$ cat config.mk
export PLATFORM = sky130hd
export DESIGN_NAME = ram_port_arbiter
export DESIGN_NICKNAME = d
export VERILOG_FILES = /design/src/rtl/ram_port_arbiter.sv
export SDC_FILE = /design/constraint.sdc
export NUM_CORES = 1
export LEC_CHECK = 0
export ABC_AREA = 1
export CORE_UTILIZATION = 46
export CTS_BUF_LIST = sky130_fd_sc_hd__clkbuf_8 sky130_fd_sc_hd__clkbuf_16
export CTS_CLUSTER_SIZE = 28
export DETAILED_ROUTE_END_ITERATION = 7
export PLACE_DENSITY = 0.95
export SLEW_MARGIN = 10
export SYNTH_ARGS = -nofsm -noshare
export SYNTH_HDL_FRONTEND = slang
export SYNTH_SLANG_ARGS = --single-unit
$ cat constraint.sdc
create_clock -name iCLK -period 3.71 [get_ports iCLK]
set_input_delay 0.742 -clock iCLK [delete_from_list [all_inputs] [get_ports iCLK]]
set_output_delay 0.742 -clock iCLK [all_outputs]
set_load 0.005 [all_outputs]
$ cat src/rtl/ram_port_arbiter.sv
// Two-master arbiter for the single-port data RAM: picks a requester in IDLE,
// runs one RAM access (BUS), then acknowledges it (DONE).
module ram_port_arbiter #(
    parameter int AW         = 8,
    parameter int DW         = 32,
    parameter int RD_LATENCY = 0,
    parameter int FIXED_PRIO = 0
) (
    input  logic          iCLK,
    input  logic          iRST,
    input  logic          iM0_REQ,
    input  logic          iM0_WR,
    input  logic [AW-1:0] iM0_ADDR,
    input  logic [DW-1:0] iM0_WDATA,
    output logic          oM0_ACK,
    output logic [DW-1:0] oM0_RDATA,
    input  logic          iM1_REQ,
    input  logic          iM1_WR,
    input  logic [AW-1:0] iM1_ADDR,
    input  logic [DW-1:0] iM1_WDATA,
    output logic          oM1_ACK,
    output logic [DW-1:0] oM1_RDATA,
    output logic          oRAM_CE,
    output logic          oRAM_RD,
    output logic          oRAM_WR,
    output logic [AW-1:0] oRAM_ADDR,
    output logic [DW-1:0] oRAM_DATA,
    input  logic [DW-1:0] iRAM_DATA,
    output logic          oBUSY,
    output logic          oOWNER
);

    typedef enum logic [1:0] {S_IDLE, S_BUS, S_DONE} state_t;

    localparam logic [1:0] LAST_CNT = 2'(RD_LATENCY);

    state_t        state_q, state_d;
    logic          owner_q, owner_d;
    logic          last_q, last_d;
    logic          cmd_wr_q, cmd_wr_d;
    logic [AW-1:0] cmd_addr_q, cmd_addr_d;
    logic [DW-1:0] cmd_wdata_q, cmd_wdata_d;
    logic [1:0]    cnt_q, cnt_d;
    logic [DW-1:0] rdata0_q, rdata0_d;
    logic [DW-1:0] rdata1_q, rdata1_d;
    logic          grant_m1;

    always_comb begin
        state_d     = state_q;
        owner_d     = owner_q;
        last_d      = last_q;
        cmd_wr_d    = cmd_wr_q;
        cmd_addr_d  = cmd_addr_q;
        cmd_wdata_d = cmd_wdata_q;
        cnt_d       = cnt_q;
        rdata0_d    = rdata0_q;
        rdata1_d    = rdata1_q;
        // On a tie, round-robin hands M1 the bus only if M0 was served last
        grant_m1    = iM1_REQ && (!iM0_REQ || (FIXED_PRIO == 0 && !last_q));
        case (state_q)
            S_IDLE: begin
                if (iM0_REQ || iM1_REQ) begin
                    owner_d     = grant_m1;
                    cmd_wr_d    = grant_m1 ? iM1_WR    : iM0_WR;
                    cmd_addr_d  = grant_m1 ? iM1_ADDR  : iM0_ADDR;
                    cmd_wdata_d = grant_m1 ? iM1_WDATA : iM0_WDATA;
                    cnt_d       = 2'd0;
                    state_d     = S_BUS;
                end
            end
            S_BUS: begin
                if (cmd_wr_q || cnt_q == LAST_CNT) begin
                    state_d = S_DONE;
                    if (!cmd_wr_q) begin
                        if (owner_q) rdata1_d = iRAM_DATA;
                        else         rdata0_d = iRAM_DATA;
                    end
                end else begin
                    cnt_d = cnt_q + 2'd1;
                end
            end
            S_DONE: begin
                last_d  = owner_q;
                state_d = S_IDLE;
            end
            default: state_d = S_IDLE;
        endcase
    end

    always_ff @(posedge iCLK) begin
        if (iRST) begin
            state_q     <= S_IDLE;
            owner_q     <= 1'b0;
            last_q      <= 1'b1;
            cmd_wr_q    <= 1'b0;
            cmd_addr_q  <= '0;
            cmd_wdata_q <= '0;
            cnt_q       <= 2'd0;
            rdata0_q    <= '0;
            rdata1_q    <= '0;
        end else begin
            state_q     <= state_d;
            owner_q     <= owner_d;
            last_q      <= last_d;
            cmd_wr_q    <= cmd_wr_d;
            cmd_addr_q  <= cmd_addr_d;
            cmd_wdata_q <= cmd_wdata_d;
            cnt_q       <= cnt_d;
            rdata0_q    <= rdata0_d;
            rdata1_q    <= rdata1_d;
        end
    end

    // ADDR/DATA come straight from the command register so they hold between accesses
    assign oRAM_CE   = (state_q == S_BUS);
    assign oRAM_RD   = oRAM_CE && !cmd_wr_q;
    assign oRAM_WR   = oRAM_CE && cmd_wr_q;
    assign oRAM_ADDR = cmd_addr_q;
    assign oRAM_DATA = cmd_wdata_q;
    assign oM0_ACK   = (state_q == S_DONE) && !owner_q;
    assign oM1_ACK   = (state_q == S_DONE) && owner_q;
    assign oM0_RDATA = rdata0_q;
    assign oM1_RDATA = rdata1_q;
    assign oBUSY     = (state_q != S_IDLE);
    assign oOWNER    = owner_q;

endmodule

==> flow_metrics.py, run 1 <==
metrics = {
    "die": {
        "num_io_pins": 229,
        "std_cell_rows": 38,
        "dieHeight_um": 108,
        "floorplan.initialDensity": 0.475,
        "die_w_um": 108,
        "coreArea_sq_um": 10900,
        "die_area_sq_um": 11700,
    },
    "cells_and_area": {
        "finish.instance_area_sq_um": 7710,
        "finalNetCount": 1167,
        "drive_above_1_share": 0.0313,
        "num_antenna_cells": 0,
        "n_fill_cell": 897,
        "syn2layout_area_growth_pct": 49.1,
    },
    "clocking": {
        "cts_hold_buffers": 0,
        "cts_htree_levels": 3,
        "cts_repair_resize_count": 0,
        "worstSkewPairLatency_ps": 360,
        "path_clk_slew_ps": 100,
        "postCtsSetupBuffers": 0,
        "cts_made_buffers": 9,
        "tritoncts_num_sinks": 111,
        "clock_path_buffers": 2,
        "tritoncts": "yes",
        "clock-root-buffer": "clkbuf_8",
    },
    "synthesis": {
        "average_cell_area_after_synthesis_sq_um": 6.10,
        "netlist.area_leader.share": 0.430,
        "synth-seq-area-share": 0.430,
        "synth.yosys.warnings": 0,
        "synth-seq-cells": 111,
        "syn-num-nets": 967,
        "synth_most_common_cell": "nor2_1",
        "yosys.cell_types.count": 14,
        "post_synth_most_frequent_cells": "nor2_1, nand2_1, inv_1",
        "post_synth_edffs": 0,
        "synth.area.top_cells": "dfxtp_1, nor2_1, nand2_1",
        "most_used_flip_flop_cell_after_synthesis": "dfxtp_1",
        "async_reset_ff_frac": 0,
        "synthCells": 848,
        "yosys.area.top_type": "dfxtp_1",
        "syn-cell-area_sq_um": 5170,
    },
    "power": {
        "cellLeakagePower_uw": 0.00373,
        "vdd_ir_drop_max_v": 0.000264,
        "power_per_cell_area_nw_per_um2": 364,
    },
    "outcome": {
        "status": "finished clean",
    },
    "grt": {
        "largest_net_degree_at_the_start_of_global_routing": 84,
        "grt.total_usage": 0.242,
        "groute.layer.met3.usage": 0.0633,
        "number_of_global_route_vias_before_repair": 4990,
        "grt_overflow_total": 0,
        "met1_usage": 0.287,
        "grt-busiest-layer": "met2",
        "grt_antenna_before_repair": 0,
        "grt_pass1_wl_um": 22600,
        "grt_use_met2": 0.426,
    },
    "worst_hold_path": {
        "hold_path.class": "reg2reg",
        "hold_depth": 2,
        "worst_hold_path.endpoint": "oM1_RDATA[27]$_SDFFE_PP0P_",
        "worstHoldStart": "oM1_RDATA[27]$_SDFFE_PP0P_",
    },
    "timing": {
        "clock.fmax_mhz": 431,
        "setup_violations": 0,
        "finalSetupTns_ps": 0,
        "fin_worst_skew_ps": 16.6,
        "final.period_utilization": 0.625,
        "endpoints_failing_hold": 0,
        "rsz0062_at_grt": "false",
        "slew-limit-headroom": 0.249,
        "worst-slew-pin-transition_ps": 1120,
        "finalCriticalPeriod_ps": 2320,
        "drv_slew": 0,
    },
    "worst_setup_path": {
        "crit_path_start_kind": "register",
        "r2r_slack_ps": 1640,
        "worst_r2r_startpoint": "cmd_wr_q$_SDFFE_PP0P_",
        "crit_type": "reg2out",
        "worst-r2r-cell-count": 6,
        "path_max_fanout": 5,
        "setup.worst_path.end_class": "primary output",
        "worst_ep_required_time_ps": 2970,
        "regToRegEndpoint": "oM0_RDATA[31]$_SDFFE_PP0P_",
        "worstPathArrival_ps": 1580,
    },
    "detailed_routing": {
        "finalWirelength_um": 14000,
        "firstDrtPassIters": 6,
        "vias": 5546,
        "wl_per_cell_um": 11.8,
        "drtIter0Drc": 295,
        "drtAntennaViolNets": 0,
        "vias_per_cell": 4.65,
        "post-route-drc-count": 0,
    },
    "placed_design": {
        "post-dp-hpwl_um": 10200,
        "routabilityCongestion": 0.823,
        "postPlaceCellArea_sq_um": 7520,
        "buffer_ports.inserted": 228,
    },
    "job": {
        "cap_violations": 0,
    },
}
[critical path, stage by stage (launching register included)]
cell and delay [ps]:
dfxtp_1 370, inv_2 70, nand2_1 110, nor2_1 130, clkdlybuf4s50_1 540
[metrics by stage]
stage                     setup slack [ps]  instances  utilization  hold WS, ps  total power [uW]
final                                 1390       1193        0.708          487              2810
after global routing                  1310       1193        0.708          512              2980
after CTS                             1350       1193        0.708          490              2830
after detailed placement              1140       1177        0.690          471              2130
after global placement                1200       1177        0.690          461              2110
after floorplan                       2140        848            -          429              1720
[flip-flops by register name, summed over array words and instances (netlist names)]
register   count
cmd_wr_q       1
cnt_q          2
last_q         1
oM0_RDATA     32
oM1_RDATA     32
oOWNER         1
oRAM_ADDR      8
oRAM_DATA     32
state_q        2
[worst max path at each step]
stage	depth (start not counted)	end	slack, ps	from
after floorplan	6	oRAM_ADDR[0]$_SDFFE_PP0P_	2140	iM0_REQ
after global routing	4	oRAM_RD	1310	state_q[1]$_SDFFE_PP0P_
after CTS	4	oRAM_RD	1350	state_q[1]$_SDFFE_PP0P_
after global placement	5	oM1_RDATA[23]$_SDFFE_PP0P_	1200	iRST
after detailed placement	5	oM0_RDATA[27]$_SDFFE_PP0P_	1140	iRST
final	4	oRAM_RD	1390	state_q[1]$_SDFFE_PP0P_
[cell usage in the layout, fill, tap and decap left out, types with 2 or more instances in the layout]
cell type and n:
clkinv_4 2, nor2_2 3, nor2_4 2, nand3_1 68, nand2_1 192, dfxtp_1 111
clkdlybuf4s50_1 228, clkbuf_8 11, inv_6 2, inv_2 3, inv_1 145, buf_4 7
a21oi_1 2, nor2_1 231, o21ai_0 42
[per-layer routing]
| layer | wire (um) | vias to the layer above |
|---|---|---|
| met5 | 0 | - |
| met4 | 267 | 0 |
| met3 | 1100 | 23 |
| met2 | 7000 | 199 |
| met1 | 5660 | 2451 |
| li1 | - | 2873 |
[cell type report]
type	count	area, sq um	area share
tap	140	175	0.0227
inverter	148	556	0.0721
sequential	111	2220	0.288
timing repair buffer	236	2350	0.306
clock buffer	11	151	0.0196
multi-input combinational	542	2210	0.287
clock inverter	5	40.0	0.00519
[report_power, final]
| group | internal (uW) | leakage, uW | total, uW | switching, uW |
|---|---|---|---|---|
| combinational | 399 | 0.00272 | 756 | 357 |
| clock | 288 | 0.000100 | 702 | 414 |
| sequential | 1290 | 0.000911 | 1350 | 56.2 |
[cell families (layout without fill, tap and decap cells)]
| kind of cell | after synthesis | after routing | share of synthesized area |
|---|---|---|---|
| buf+inv | 195 | 400 | 0.147 |
| flops | 111 | 111 | 0.430 |
| compound gates | 44 | 44 | 0.0426 |
| simple gates | 497 | 497 | 0.378 |
| fa+ha+maj | 1 | 1 | 0.00242 |
Power figures use the tool's default switching activity.
==> inputs of run 2 (changes only) <==
Settings changed: CORE_UTILIZATION 46 to 42, PLACE_DENSITY 0.95 to 0.9.
Clock period 3.71 ns to 2.21 ns, I/O delays scaled along.
==> run 2 against run 1 <==
Net effect: via count down 1.7%; highest routed layer unchanged; sequential share of layout area shrank 0.65 points; critical endpoint is now oRAM_WR; cell count grew 1.0%; register-to-register slack worse by 960 ps; flip-flop and latch count unchanged; power grew 81%; clock-buffer cell count down 2; first-iteration DRC count rose by 12%; wire length decreased by 0.77%; worst hold slack got worse by 3.3 ps; global-route usage decreased by 2.1 points; die area up 9.3%.
==> flow_metrics.py, run 2 (synthesis gave the netlist of run 1 again) <==
metrics = {
    "die": {
        "dieHeight_um": 113,
        "num_io_pins": 229,
        "die_w_um": 113,
        "floorplan.initialDensity": 0.430,
        "die_area_sq_um": 12800,
        "std_cell_rows": 40,
        "coreArea_sq_um": 12000,
    },
    "timing": {
        "slew-limit-headroom": 0.759,
        "setup_violations": 0,
        "endpoints_failing_hold": 0,
        "rsz0062_at_grt": "false",
        "worst-slew-pin-transition_ps": 361,
        "fin_worst_skew_ps": 8.61,
        "finalCriticalPeriod_ps": 2030,
        "drv_slew": 0,
        "finalSetupTns_ps": 0,
        "final.period_utilization": 0.917,
        "clock.fmax_mhz": 494,
    },
    "cells_and_area": {
        "multi_input_area_sq_um": 2210,
        "mostFrequentLayoutCells": "nor2_1, clkdlybuf4s50_1, nand2_1, inv_1, dfxtp_1",
        "layout_commonest_cell": "nor2_1",
        "syn2layout_area_growth_pct": 52.6,
        "finalNetCount": 1172,
        "num_antenna_cells": 0,
        "drive_above_1_share": 0.0350,
        "finish.instance_area_sq_um": 7890,
        "n_fill_cell": 1031,
        "final-seq-area_sq_um": 2220,
    },
    "detailed_routing": {
        "finalWirelength_um": 13900,
        "post-route-drc-count": 0,
        "vias_per_cell": 4.52,
        "drtIter0Drc": 330,
        "wl_per_cell_um": 11.6,
        "firstDrtPassIters": 4,
        "vias": 5451,
        "drtAntennaViolNets": 0,
    },
    "worst_hold_path": {
        "worst_hold_path.endpoint": "oM1_RDATA[0]$_SDFFE_PP0P_",
        "hold_depth": 2,
        "hold_path.class": "reg2reg",
        "worstHoldStart": "oM1_RDATA[0]$_SDFFE_PP0P_",
    },
    "power": {
        "combPwrFrac": 0.254,
        "power.internal_uw": 3630,
        "total_power_uw": 5080,
        "power.net_switching_uw": 1440,
        "swShare": 0.284,
        "power_per_cell_area_nw_per_um2": 644,
        "share_seq_of_total_power": 0.446,
        "vdd_ir_drop_max_v": 0.000343,
        "power.clock.fraction": 0.300,
        "cellLeakagePower_uw": 0.00382,
    },
    "grt": {
        "grt_pass1_wl_um": 22900,
        "number_of_global_route_vias_before_repair": 5126,
        "grt_antenna_before_repair": 0,
        "grt_overflow_total": 0,
        "grt.total_usage": 0.221,
        "largest_net_degree_at_the_start_of_global_routing": 84,
    },
    "worst_setup_path": {
        "worst_ep_required_time_ps": 1770,
        "worst_r2r_startpoint": "cnt_q[0]$_SDFFE_PP0P_",
        "crit_path_start_kind": "register",
        "worst-r2r-cell-count": 9,
        "setup.worst_path.end_class": "primary output",
        "r2r_slack_ps": 680,
        "regToRegEndpoint": "oM0_RDATA[20]$_SDFFE_PP0P_",
        "path_max_fanout": 5,
        "crit_type": "reg2out",
        "worstPathArrival_ps": 1580,
    },
    "clocking": {
        "cts_made_buffers": 9,
        "clock-root-buffer": "clkbuf_16",
        "cts_htree_levels": 3,
        "tritoncts": "yes",
        "cts_hold_buffers": 0,
        "path_clk_slew_ps": 80,
        "cts_repair_resize_count": 0,
        "tritoncts_num_sinks": 111,
        "postCtsSetupBuffers": 0,
        "clock_path_buffers": 2,
        "worstSkewPairLatency_ps": 340,
    },
    "outcome": {
        "status": "finished clean",
    },
    "placed_design": {
        "buffer_ports.inserted": 228,
        "post-dp-hpwl_um": 9910,
        "routabilityCongestion": 0.800,
        "postPlaceCellArea_sq_um": 7610,
    },
    "job": {
        "cap_violations": 0,
    },
}
-- run 2: cell types whose count changed in the layout (fill, tap and decap cells not counted) --
cell,change
buf_4,+1
inv_1,+1
clkbuf_8,-11
clkinv_2,+1
clkbuf_16,+9
buf_12,+4
-- run 2: worst max-delay path by stage --
stage | start | end | cells past startpoint
3_3_place_gp | iM1_REQ | oRAM_ADDR[4]$_SDFFE_PP0P_ | 7
5_1_grt | cmd_wr_q$_SDFFE_PP0P_ | oRAM_WR | 3
4_1_cts | cmd_wr_q$_SDFFE_PP0P_ | oRAM_WR | 3
6_report | cmd_wr_q$_SDFFE_PP0P_ | oRAM_WR | 3
3_5_place_dp | iM1_REQ | oRAM_DATA[10]$_SDFFE_PP0P_ | 7
2_1_floorplan | cnt_q[0]$_SDFFE_PP0P_ | oM1_RDATA[10]$_SDFFE_PP0P_ | 9
-- run 2: worst max-delay path, stage by stage (launching register included) --
cell and delay, ps:
dfxtp_1 460, inv_1 120, nor2_1 140, clkdlybuf4s50_1 520
-- run 2: through the flow --
| step | setup slack, ps | hold WS [ps] | std cells | utilization |
|---|---|---|---|---|
| after detailed placement | 319 | 470 | 1189 | 0.634 |
| after CTS | 174 | 487 | 1205 | 0.657 |
| final | 184 | 484 | 1205 | 0.657 |
| after global placement | 372 | 460 | 1189 | 0.634 |
| after floorplan | 911 | 429 | 848 | - |
| after global routing | 145 | 502 | 1205 | 0.657 |
-- run 2: area by class of cell --
type | instances | share of cell area
repair buffers | 241 | 0.310
well taps | 147 | 0.0233
inverters | 148 | 0.0704
flip-flops and latches | 111 | 0.282
clock inverters | 7 | 0.00619
clock buffers | 9 | 0.0286
multi-input cells | 542 | 0.280
-- run 2: power by group through the flow --
| stage | sequential (uW) | combinational [uW] | clock [uW] |
|---|---|---|---|
| final | 2260 | 1290 | 1520 |
| after global routing | 2280 | 1450 | 1630 |
| after CTS | 2260 | 1300 | 1560 |
| after detailed placement | 2310 | 1290 | 0 |
| after global placement | 2300 | 1270 | 0 |
| after floorplan | 2310 | 579 | 0 |
-- run 2: per-layer routing --
metal / vias up / routed length (um) / global-route usage
met4: 0 / 205 / 0.0737
met3: 14 / 1200 / 0.0670
met5: - / 0 / 0
met2: 180 / 6700 / 0.396
li1: 2882 / - / -
met1: 2375 / 5820 / 0.251
==> inputs of run 3 (changes only) <==
Settings changed: CTS_CLUSTER_SIZE 28 to not set, PLACE_DENSITY 0.9 to 0.86.
==> run 3 against run 2 <==
Net effect: via count up 0.73%; die area unchanged; core utilization up 0.32 points; critical path depth up 1; power up 1.7%; flip-flop and latch count unchanged; largest cell class unchanged; clock power up 5%; highest routed layer unchanged; global-route usage down 0.20 points.
==> flow_metrics.py, run 3 (synthesis gave the netlist of run 1 again) <==
metrics = {
    "outcome": {
        "status": "finished clean",
    },
    "grt": {
        "grt_use_met2": 0.377,
        "groute.layer.met3.usage": 0.0691,
        "grt_overflow_total": 0,
        "grt-busiest-layer": "met2",
        "grt_antenna_before_repair": 0,
        "met1_usage": 0.259,
        "grt.total_usage": 0.219,
        "grt_pass1_wl_um": 22800,
        "largest_net_degree_at_the_start_of_global_routing": 84,
        "number_of_global_route_vias_before_repair": 5009,
    },
    "worst_setup_path": {
        "timing.critical_path.to": "oRAM_WR",
        "worst_ep_required_time_ps": 1770,
        "path_max_fanout": 5,
        "crit_type": "reg2out",
        "worst_r2r_startpoint": "cnt_q[0]$_SDFFE_PP0P_",
        "crit_path_start_kind": "register",
        "r2r_slack_ps": 660,
        "timing.critical_path.from": "state_q[1]$_SDFFE_PP0P_",
        "worstPathArrival_ps": 1540,
        "worst-r2r-cell-count": 9,
        "regToRegEndpoint": "oM0_RDATA[8]$_SDFFE_PP0P_",
        "setup.worst_path.end_class": "primary output",
    },
    "timing": {
        "endpoints_failing_hold": 0,
        "fin_worst_skew_ps": 5.89,
        "worst-slew-pin-transition_ps": 360,
        "clock.fmax_mhz": 504,
        "finalCriticalPeriod_ps": 1980,
        "drv_slew": 0,
        "finalSetupTns_ps": 0,
        "final.period_utilization": 0.898,
        "setup_violations": 0,
        "slew-limit-headroom": 0.759,
        "rsz0062_at_grt": "false",
    },
    "detailed_routing": {
        "vias": 5491,
        "vias_per_cell": 4.55,
        "drtIter0Drc": 320,
        "post-route-drc-count": 0,
        "firstDrtPassIters": 5,
        "drtAntennaViolNets": 0,
        "wl_per_cell_um": 11.7,
        "finalWirelength_um": 14100,
    },
    "cells_and_area": {
        "finish.utilization": 0.660,
        "finalNetCount": 1173,
        "n_fill_cell": 1063,
        "syn2layout_area_growth_pct": 53.3,
        "layout_commonest_cell": "nor2_1",
        "finish.instance_area_sq_um": 7930,
        "drive_above_1_share": 0.0340,
        "num_antenna_cells": 0,
        "mostFrequentLayoutCells": "nor2_1, clkdlybuf4s50_1, nand2_1, inv_1, dfxtp_1",
    },
    "worst_hold_path": {
        "hold_path.class": "reg2reg",
    },
    "clocking": {
        "cts_made_buffers": 9,
        "cts_hold_buffers": 0,
        "cts_htree_levels": 3,
        "path_clk_slew_ps": 70,
        "tritoncts_num_sinks": 111,
        "cts_repair_resize_count": 0,
        "clock-root-buffer": "clkbuf_16",
        "clock_path_buffers": 2,
        "tritoncts": "yes",
        "postCtsSetupBuffers": 0,
        "worstSkewPairLatency_ps": 340,
    },
    "power": {
        "vdd_ir_drop_max_v": 0.000530,
        "power_per_cell_area_nw_per_um2": 651,
        "cellLeakagePower_uw": 0.00384,
    },
    "die": {
        "coreArea_sq_um": 12000,
        "die_w_um": 113,
        "num_io_pins": 229,
        "die_area_sq_um": 12800,
        "dieHeight_um": 113,
        "std_cell_rows": 40,
        "floorplan.initialDensity": 0.430,
    },
    "placed_design": {
        "routabilityCongestion": 0.784,
        "post-dp-hpwl_um": 10200,
        "postPlaceCellArea_sq_um": 7630,
        "buffer_ports.inserted": 228,
    },
    "job": {
        "cap_violations": 0,
    },
}
==> run 3: layer usage <==
| layer | up-vias | wire length, um |
|---|---|---|
| met2 | 191 | 6570 |
| met3 | 24 | 1170 |
| li1 | 2892 | - |
| met5 | - | 0 |
| met4 | 0 | 287 |
| met1 | 2384 | 6030 |
==> run 3: where the power goes <==
group | switching [uW] | internal [uW] | total (uW)
Sequential | 90.6 | 2170 | 2260
Combinational | 604 | 697 | 1300
Clock | 702 | 897 | 1600
==> run 3: layout make-up <==
| class | count | area (sq um) | share of cell area |
|---|---|---|---|
| timing repair buffer | 242 | 2460 | 0.311 |
| clock inverter | 6 | 53.8 | 0.00679 |
| tap | 147 | 184 | 0.0232 |
| clock buffer | 10 | 239 | 0.0302 |
| sequential | 111 | 2220 | 0.280 |
| inverter | 148 | 556 | 0.0701 |
| multi-input combinational | 542 | 2210 | 0.279 |
==> run 3: how the worst min path moves through the flow <==
| stage | from | end | slack (ps) | cells after the start |
|---|---|---|---|---|
| final | cnt_q[1]$_SDFFE_PP0P_ | cnt_q[1]$_SDFFE_PP0P_ | 480 | 2 |
| after global routing | cnt_q[1]$_SDFFE_PP0P_ | cnt_q[1]$_SDFFE_PP0P_ | 510 | 2 |
| after CTS | cnt_q[1]$_SDFFE_PP0P_ | cnt_q[1]$_SDFFE_PP0P_ | 480 | 2 |
| after detailed placement | cnt_q[1]$_SDFFE_PP0P_ | cnt_q[1]$_SDFFE_PP0P_ | 470 | 2 |
| after global placement | last_q$_SDFFE_PP1N_ | last_q$_SDFFE_PP1N_ | 460 | 2 |
| after floorplan | last_q$_SDFFE_PP1N_ | last_q$_SDFFE_PP1N_ | 430 | 2 |
==> run 3: worst max-delay path, cell delays in order, from the launching register on <==
cell and delay, ps:
dfxtp_1 370, inv_2 70, nand2_1 120, nor2_1 130
clkdlybuf4s50_1 520
==> run 3: metrics by stage <==
stage	hold WS [ps]	power [uW]	worst slack [ps]	cells
2_1_floorplan	429	2890	911	848
3_3_place_gp	455	3580	355	1190
3_5_place_dp	469	3610	309	1190
4_1_cts	481	5210	205	1206
5_1_grt	506	5450	139	1206
6_report	479	5160	226	1206
